### config.mk
export PLATFORM = sky130hd
export DESIGN_NAME = vedic_mul_seq
export DESIGN_NICKNAME = d
export VERILOG_FILES = /design/src/rtl/riscv_v_pkg.sv /design/src/rtl/vedic_mul_unsigned.sv /design/src/rtl/vedic_mul_seq.sv
export SDC_FILE = /design/constraint.sdc
export NUM_CORES = 1
export LEC_CHECK = 0
export ABC_CLOCK_PERIOD_IN_PS = 10600
export CORE_ASPECT_RATIO = 1.75
export CORE_MARGIN = 5
export CORE_UTILIZATION = 45
export DETAILED_ROUTE_END_ITERATION = 10
export GPL_ROUTABILITY_DRIVEN = 0
export PLACE_DENSITY = 0.64
export SYNTH_ARGS = -nofsm -noshare
export SYNTH_HDL_FRONTEND = slang
export SYNTH_SLANG_ARGS = --single-unit
### constraint.sdc
create_clock -name clk -period 10.6 [get_ports clk]
set_input_delay 2.12 -clock clk [delete_from_list [all_inputs] [get_ports clk]]
set_output_delay 2.12 -clock clk [all_outputs]
set_load 0.01 [all_outputs]
### src/rtl/riscv_v_pkg.sv
// Shared vector-lane types: multiply opcodes, iterative multiplier FSM states, operand sign helpers.
package riscv_v_pkg;

    typedef enum logic [1:0] {
        OP_MUL    = 2'b00,
        OP_MULH   = 2'b01,
        OP_MULHSU = 2'b10,
        OP_MULHU  = 2'b11
    } mul_op_e;

    typedef enum logic [1:0] {
        ST_IDLE = 2'b00,
        ST_MUL  = 2'b01,
        ST_SIGN = 2'b10,
        ST_DONE = 2'b11
    } vedic_seq_state_e;

    function automatic logic f_mul_op_signed_a(input mul_op_e op);
        return (op == OP_MULH) || (op == OP_MULHSU);
    endfunction

    function automatic logic f_mul_op_signed_b(input mul_op_e op);
        return (op == OP_MULH);
    endfunction

endpackage

### src/rtl/vedic_mul_unsigned.sv
// Combinational unsigned W x W Vedic (Urdhva-Tiryagbhyam) multiplier, built recursively from half-width blocks.
// prev_result_o taps the cross-term sum of the top split level.
module vedic_mul_unsigned #(
    parameter int W = 16
) (
    input  logic [W-1:0]   a_i,
    input  logic [W-1:0]   b_i,
    output logic [2*W-1:0] p_o,
    output logic [2*W-1:0] prev_result_o
);
    import riscv_v_pkg::*;

    generate
        if (W == 1) begin : g_leaf
            assign p_o           = {1'b0, a_i & b_i};
            assign prev_result_o = '0;
        end else begin : g_split
            localparam int Q = W / 2;

            logic [W-1:0] p_ll, p_lh, p_hl, p_hh;
            logic [W:0]   mid;

            vedic_mul_unsigned #(.W(Q)) u_ll (
                .a_i(a_i[Q-1:0]), .b_i(b_i[Q-1:0]), .p_o(p_ll), .prev_result_o());
            vedic_mul_unsigned #(.W(Q)) u_lh (
                .a_i(a_i[Q-1:0]), .b_i(b_i[W-1:Q]), .p_o(p_lh), .prev_result_o());
            vedic_mul_unsigned #(.W(Q)) u_hl (
                .a_i(a_i[W-1:Q]), .b_i(b_i[Q-1:0]), .p_o(p_hl), .prev_result_o());
            vedic_mul_unsigned #(.W(Q)) u_hh (
                .a_i(a_i[W-1:Q]), .b_i(b_i[W-1:Q]), .p_o(p_hh), .prev_result_o());

            // Crosswise terms carry one extra bit before being folded in at weight 2^Q.
            always_comb begin
                mid = {1'b0, p_lh} + {1'b0, p_hl};
            end

            assign p_o           = {p_hh, p_ll} + ({{(W-1){1'b0}}, mid} << Q);
            assign prev_result_o = {{(W-1){1'b0}}, mid};
        end
    endgenerate

endmodule

### src/rtl/vedic_mul_seq.sv
// Iterative signed/unsigned W x W multiplier reusing one half-width Vedic unit over four partial products.
// Latency 6 edges (1 on zero operand); in_ready only in IDLE, result held in DONE until out_ready.
module vedic_mul_seq #(
    parameter int   WIDTH      = 32,
    parameter logic EARLY_ZERO = 1'b1
) (
    input  logic               clk,
    input  logic               rst_n,
    input  logic               flush,
    input  logic               in_valid,
    output logic               in_ready,
    input  logic [1:0]         op,
    input  logic [WIDTH-1:0]   a,
    input  logic [WIDTH-1:0]   b,
    output logic               out_valid,
    input  logic               out_ready,
    output logic [2*WIDTH-1:0] product,
    output logic [WIDTH-1:0]   result
);
    import riscv_v_pkg::*;

    localparam int H = WIDTH / 2;
    localparam logic [WIDTH-1:0]   ONE_W  = {{(WIDTH-1){1'b0}}, 1'b1};
    localparam logic [2*WIDTH-1:0] ONE_2W = {{(2*WIDTH-1){1'b0}}, 1'b1};

    vedic_seq_state_e   state_q, state_d;
    mul_op_e            op_q, op_d;
    logic [2*WIDTH-1:0] acc_q, acc_d;
    logic [1:0]         cnt_q, cnt_d;
    logic [WIDTH-1:0]   ma_q, ma_d, mb_q, mb_d;
    logic               neg_q, neg_d;

    mul_op_e            op_in;
    logic               a_neg, b_neg;
    logic [H-1:0]       pp_a, pp_b;
    logic [WIDTH-1:0]   pp;
    logic [2*WIDTH-1:0] pp_shifted;

    assign op_in = mul_op_e'(op);
    assign a_neg = a[WIDTH-1] & f_mul_op_signed_a(op_in);
    assign b_neg = b[WIDTH-1] & f_mul_op_signed_b(op_in);

    // cnt[1] picks the A half, cnt[0] the B half: ll, lh, hl, hh.
    assign pp_a = cnt_q[1] ? ma_q[WIDTH-1:H] : ma_q[H-1:0];
    assign pp_b = cnt_q[0] ? mb_q[WIDTH-1:H] : mb_q[H-1:0];

    vedic_mul_unsigned #(.W(H)) u_vedic (
        .a_i           (pp_a),
        .b_i           (pp_b),
        .p_o           (pp),
        .prev_result_o ()
    );

    always_comb begin
        pp_shifted = '0;
        case (cnt_q)
            2'd0:       pp_shifted = {{WIDTH{1'b0}}, pp};
            2'd1, 2'd2: pp_shifted = {{WIDTH{1'b0}}, pp} << H;
            default:    pp_shifted = {pp, {WIDTH{1'b0}}};
        endcase
    end

    always_comb begin
        state_d = state_q;
        op_d    = op_q;
        acc_d   = acc_q;
        cnt_d   = cnt_q;
        ma_d    = ma_q;
        mb_d    = mb_q;
        neg_d   = neg_q;
        if (flush) begin
            state_d = ST_IDLE;
        end else begin
            case (state_q)
                ST_IDLE: begin
                    if (in_valid) begin
                        op_d  = op_in;
                        ma_d  = a_neg ? (~a + ONE_W) : a;
                        mb_d  = b_neg ? (~b + ONE_W) : b;
                        neg_d = a_neg ^ b_neg;
                        acc_d = '0;
                        cnt_d = 2'd0;
                        if (EARLY_ZERO && ((a == '0) || (b == '0))) begin
                            state_d = ST_DONE;
                        end else begin
                            state_d = ST_MUL;
                        end
                    end
                end
                ST_MUL: begin
                    acc_d = acc_q + pp_shifted;
                    cnt_d = cnt_q + 2'd1;
                    if (cnt_q == 2'd3) begin
                        state_d = ST_SIGN;
                    end
                end
                ST_SIGN: begin
                    if (neg_q) begin
                        acc_d = ~acc_q + ONE_2W;
                    end
                    state_d = ST_DONE;
                end
                default: begin
                    if (out_ready) begin
                        state_d = ST_IDLE;
                    end
                end
            endcase
        end
    end

    always_ff @(posedge clk or negedge rst_n) begin
        if (!rst_n) begin
            state_q <= ST_IDLE;
            op_q    <= OP_MUL;
            acc_q   <= '0;
            cnt_q   <= 2'd0;
            ma_q    <= '0;
            mb_q    <= '0;
            neg_q   <= 1'b0;
        end else begin
            state_q <= state_d;
            op_q    <= op_d;
            acc_q   <= acc_d;
            cnt_q   <= cnt_d;
            ma_q    <= ma_d;
            mb_q    <= mb_d;
            neg_q   <= neg_d;
        end
    end

    // The accumulator is only visible in DONE so intermediate sums never leak out.
    assign in_ready  = (state_q == ST_IDLE);
    assign out_valid = (state_q == ST_DONE);
    assign product   = out_valid ? acc_q : '0;
    assign result    = (op_q == OP_MUL) ? product[WIDTH-1:0] : product[2*WIDTH-1:WIDTH];

endmodule

* Word-level counts from Yosys, hierarchy flattened *
Index checks and enable logic that the tools add are counted.
Widths: inputs -> output; s select.

storage, ports and cells
  bits in registers = 135
  word-level logic and storage cells = 490
  output and inout port bits = 98

cells by class
  multiplexer cells = 18
  add/subtract/negate cells = 175
  bitwise gates (word level) = 263
  equality and inequality tests = 12
  reduce and logical (&&, ||, !) cells = 15

operator list
  kind                   count
  $and 1x1->1            258
  $add 3x3->4            64
  $mux 64                3
  $pmux 64 s3            1
  $add 1x1->2            64
  $add 8x7->8            16
  $pmux 64 s2            1
  $mux 32                3
  $add 4x4->5            16
  $add 16x13->16         4
  $add 32x1->32 const B  2
  $add 64x1->64 const B  1
  $add 64x64->64         1
  $logic_not 32->1       2
  $not 32->32            2
  $not 64->64            1
  $add 8x8->9            4
  $add 32x25->32         1
  $mux 16                2
  $add 16x16->17         1
  $mux 2                 6
  $eq 2x2->1 const B     5
  $reduce_and 3->1       3
  $eq 2x1->1 const B     3
  other kinds (14)       19

* Longest topological paths before layout *
  depth after elaboration = 13
  gate-level depth with buffers = 54
  gate-level depth less buffers = 50

* Cells and area by module *
A second synthesis with hierarchy kept.

unflattened totals
  cells, all modules = 4735
  area total of the unflattened synthesis = 38630.8 um^2

by module, submodules not included
  module                                                                                area an instance (um^2)  cells each  seq. area each (um^2)  times used
  vedic_mul_seq                                                                         13287.7                  1713        3378.2                 1
  vedic_mul_unsigned (u_vedic.g_split.u_hh.g_split.u_hh.g_split.u_hh.g_split.u_hh ...)  32.5                     5           0.0                    256
  vedic_mul_unsigned (u_vedic.g_split.u_hh.g_split.u_hh.g_split.u_hh ...)               100.1                    7           0.0                    64
  vedic_mul_unsigned (u_vedic.g_split.u_hh.g_split.u_hh ...)                            337.8                    38          0.0                    16
  vedic_mul_unsigned (u_vedic)                                                          1955.6                   272         0.0                    1
  vedic_mul_unsigned (u_vedic.g_split.u_lh ...)                                         828.3                    107         0.0                    2
  vedic_mul_unsigned (u_vedic.g_split.u_hh ...)                                         795.8                    100         0.0                    2

* Least setup slack after synthesis *
No wires, ideal clock.

  path type = reg-to-reg
  from = register cnt_q[0]
  to = register acc_q[63]
  data arrival time = 10779 ps
  setup slack = -308 ps
  buffers on the path = 4
  data required time = 10471 ps
  stages on the path, launching flop included = 53
  cell sequence = dfrtp_1 clkbuf_1 buf_1 mux2i_1 clkbuf_1 nor2_1 ha_1 inv_1 fa_1 fa_1 inv_1 ha_1 inv_1 fa_1 inv_1 ha_1 xnor2_1 ha_1 [17 not listed] o211ai_1 a31oi_1 nand3_1 o32ai_1 xnor2_1 o22ai_1 ha_1 clkbuf_2 nand2_1 nor2_1 o2111ai_1 a32oi_1 o21ai_1 o41ai_2 a41oi_1 xnor2_1 xnor2_1 o21ai_1

between the ends
  word-level cells in the longest chain between the ends = 13
  elaborated cells on any way between the ends = 434
  those cells by class = 171 x add/sub; 2 x eq/ne; 3 x mux; 256 x bitwise; 2 x reduce/logical

RTL lines
  element                   line                      text
  start: declaration        vedic_mul_seq.sv:29       logic [1:0] cnt_q, cnt_d;
  start signal: assignment  vedic_mul_seq.sv:125      cnt_q <= cnt_d;
  $mux 16                   vedic_mul_seq.sv:45       assign pp_b = cnt_q[0] ? mb_q[WIDTH-1:H] : mb_q[H-1:0];
  $and 1x1->1               vedic_mul_unsigned.sv:15  assign p_o = {1'b0, a_i & b_i};
  $add 1x1->2               vedic_mul_unsigned.sv:34  mid = {1'b0, p_lh} + {1'b0, p_hl};
  $add 3x3->4               vedic_mul_unsigned.sv:37  assign p_o = {p_hh, p_ll} + ({{(W-1){1'b0}}, mid} << Q);
  $add 4x4->5               vedic_mul_unsigned.sv:34
  $add 8x7->8               vedic_mul_unsigned.sv:37
  $add 8x8->9               vedic_mul_unsigned.sv:34
  $add 16x13->16            vedic_mul_unsigned.sv:37
  $add 16x16->17            vedic_mul_unsigned.sv:34
  $add 32x25->32            vedic_mul_unsigned.sv:37
  $pmux 64 s2 *             vedic_mul_seq.sv:56       case (cnt_q)
  $add 64x64->64 *          vedic_mul_seq.sv:91       acc_d = acc_q + pp_shifted;
  $pmux 64 s3 *             vedic_mul_seq.sv:74       case (state_q)
  end signal: assignment    vedic_mul_seq.sv:116      acc_q <= '0;
  end signal: assignment    vedic_mul_seq.sv:124      acc_q <= acc_d;
  end: declaration          vedic_mul_seq.sv:28       logic [2*WIDTH-1:0] acc_q, acc_d;

Mark *: on every way between the ends. The rest lies on a longest branch, timed or not.
A chain may end at the register's enable or synchronous reset.

* Final worst setup path *
  from = register cnt_q[0]
  to = register acc_q[60]

Same word-level chain as after synthesis.

==> results.tsv <==
stage	metric	value	unit
clock_tree	cts_hold_buf	0	
final_layout	layout-drive-gt1-share	0.0942	
detailed_routing	dr.pass1.iters	5	
placed_design	port_buffers	168	
final_layout	layout_common_cells	409 x ha_1, 389 x nor2_1, 249 x inv_1	
synthesis	synth-edff-count	0	
grt	antenna_found_initial	0	
worst_setup_path	end_kind	register	
timing	setup_viol	0	
detailed_routing	ant_nets	0	
timing	skew	0.0153	ns
clock_tree	cts.path.max_buffers	2	
synthesis	synth_top_area_cell	ha_1	
detailed_routing	routedWlPerCell	20.8	um
synthesis	synth_area_per_cell	7.75	um^2
clock_tree	clk_latency	0.46	ns
final_layout	final_core_util	0.533	
timing	whs	0.477	ns
timing	hold_violations	0	
timing	period_minus_slack	10.21	ns
worst_setup_path	cp_max_fo	12	
worst_setup_path	cpPeakStageDelay	0.54	ns
grt	gr-total-overflow	0	
worst_setup_path	startpoint_type	register	
final_layout	final_common_cell	ha_1	
worst_setup_path	cp_top_family	adder cells	
final_layout	n_antenna_cell	0	
worst_hold_path	min_path_type	reg -> reg	
final_layout	layout.nets	3879	
synthesis	synthCells	3122	
worst_setup_path	crit_required	10.97	ns
clock_tree	root_buffer	clkbuf_16	
worst_setup_path	path_buf_inv	6	
grt	gr-usage-all-layers	0.279	
floorplanning	initial_core_util	0.453	
worst_setup_path	cp_common_cell	ha_1	
synthesis	synth-seq-cells	135	
grt	grt_max_degree	134	
worst_setup_path	critPathSlowestCell	a2111o_1	
job	maxCapViolCount	0	
synthesis	synth_ff_type	dfrtp_1	
detailed_routing	wirelength	83500	um
floorplanning	die_w	185	um
synthesis	yosysUniqueCellTypes	73	
final_layout	syn_to_final_growth	17.6	%
detailed_routing	drc	0	
timing	maxSlewHeadroom	0.261	
synthesis	syn-num-nets	3682	
clock_tree	cts_tree	done	
floorplanning	die_area	58700	um^2
timing	tightest_slew	1.11	ns
grt	grt_pass1_wl	129000	um
detailed_routing	drt_iter0_drc	1525	
synthesis	ys_warn_count	0	
synthesis	synthArstFlopShare	1.00	
clock_tree	clk_pin_slew	0.07	ns
final_layout	nFillCells	5139	
clock_tree	cts_buffers	17	
placed_design	dp_hpwl	67900	um
synthesis	netlist.area_leader.share	0.214	
detailed_routing	viasPerCell	5.94	
grt	grt_pass1_vias	24600	
floorplanning	rows	112	
worst_setup_path	critical_path_arrival	10.58	ns
floorplanning	coreArea	53400	um^2
synthesis	ys_seq_area_frac	0.140	
clock_tree	clock-sinks	135	
clock_tree	h-tree-depth	4	
detailed_routing	num_vias	23900	
timing	period_share	0.963	
timing	fmax	97.9	MHz
synthesis	synth_area_leaders	ha_1 21%, dfrtp_1 14%, xnor2_1 7.4%	
timing	setup-tns-final	0	ns
synthesis	synth_area	24200	um^2
worst_setup_path	setup.worst_path.class	reg -> reg	
timing	maxSlewViolCount	0	
floorplanning	die_y	317	um
floorplanning	io_pins	169	
status	outcome	completed	
flip-flops by register name, summed over array words and instances (netlist names):
| signal | cells |
|---|---|
| acc_q | 64 |
| ma_q | 32 |
| mb_q | 32 |
| cnt_q | 2 |
| op_q | 2 |
| state_q | 2 |
| neg_q | 1 |
cell usage after synthesis (17+ instances only):
cell	number
a21oi_1	247
nor2b_1	18
or2_2	19
nor3_1	62
nor2_1	393
and3_1	21
inv_1	249
nand2_1	177
a22oi_1	17
a31oi_1	21
a21o_1	87
dfrtp_1	135
nand2b_1	19
a32oi_1	17
ha_1	414
o21ai_0	235
xor2_1	77
o31ai_1	22
or3_1	20
mux2i_1	35
and2_1	96
nand3_1	50
xnor2_1	205
mux2_2	34
fa_1	75
o21bai_1	68
clkbuf_1	123
kinds of logic (layout without fill, tap and decap cells):
group | count (synthesis) | count (layout) | synth area share
AOI/OAI and AO/OA | 828 | 828 | 0.210
buffers and inverters | 376 | 586 | 0.0584
xor gates and xnor gates | 282 | 282 | 0.102
adders and majority gates | 489 | 489 | 0.276
DFF | 135 | 135 | 0.140
and+or+nand+nor | 943 | 943 | 0.184
muxes | 69 | 69 | 0.0303
per-layer routing:
layer | vias up | global-route usage | part of all wire
met5 | - | 0 | 0
met4 | 0 | 0.221 | 0.092
met3 | 350 | 0.0373 | 0.053
met2 | 944 | 0.515 | 0.51
met1 | 11300 | 0.274 | 0.34
li1 | 11300 | - | -
final timing paths:
path                                         end                 start  cells past startpoint  slack (ns)
min in group asynchronous   mb_q[10]$_DFFE_PN0P_                 rst_n                      1        1.73
setup / recovery           acc_q[60]$_DFFE_PN0P_  cnt_q[0]$_DFFE_PN0P_                     41        0.39
hold / removal              mb_q[14]$_DFFE_PN0P_  mb_q[14]$_DFFE_PN0P_                      2        0.48
hold reg to reg             mb_q[14]$_DFFE_PN0P_  mb_q[14]$_DFFE_PN0P_                      2        0.48
max in group asynchronous  acc_q[20]$_DFFE_PN0P_                 rst_n                      2        7.48
setup reg to reg           acc_q[60]$_DFFE_PN0P_  cnt_q[0]$_DFFE_PN0P_                     41        0.39
tightest hold or removal path, cell delays in order, from the launching register on:
cell and delay [ns]:
dfrtp_1 0.34, nand2_1 0.05, o21ai_0 0.06
timing repair:
item                                    4_1_cts  5_1_grt
pin swaps                                     0       29
cloned                                        0        1
endpoints found under the setup margin        4       32
buffers inserted                              0        5
gates resized for setup                       2       92
per-stage QoR:
step	std cells	setup slack [ns]	area (um^2)
global placement	3978	0.236	27300
CTS	4010	0.0252	28000
global route	4016	-0.0839	28500
floorplan	3122	0.0519	24200
detailed placement	3978	-0.0440	27300
finish	4016	0.390	28500
cell type report:
cell class                 instances  area, um^2  area share
multi-input combinational       2611       19900       0.698
sequential                       135        3380       0.119
timing repair buffer             305        2810      0.0986
inverter                         249         935      0.0328
tap                              684         856      0.0301
clock buffer                      19         433      0.0152
clock inverter                    13         195     0.00686
Power is left out: the tool's default activity adds up to more than one toggle a clock period on the data nets, which glitch-free logic cannot reach.
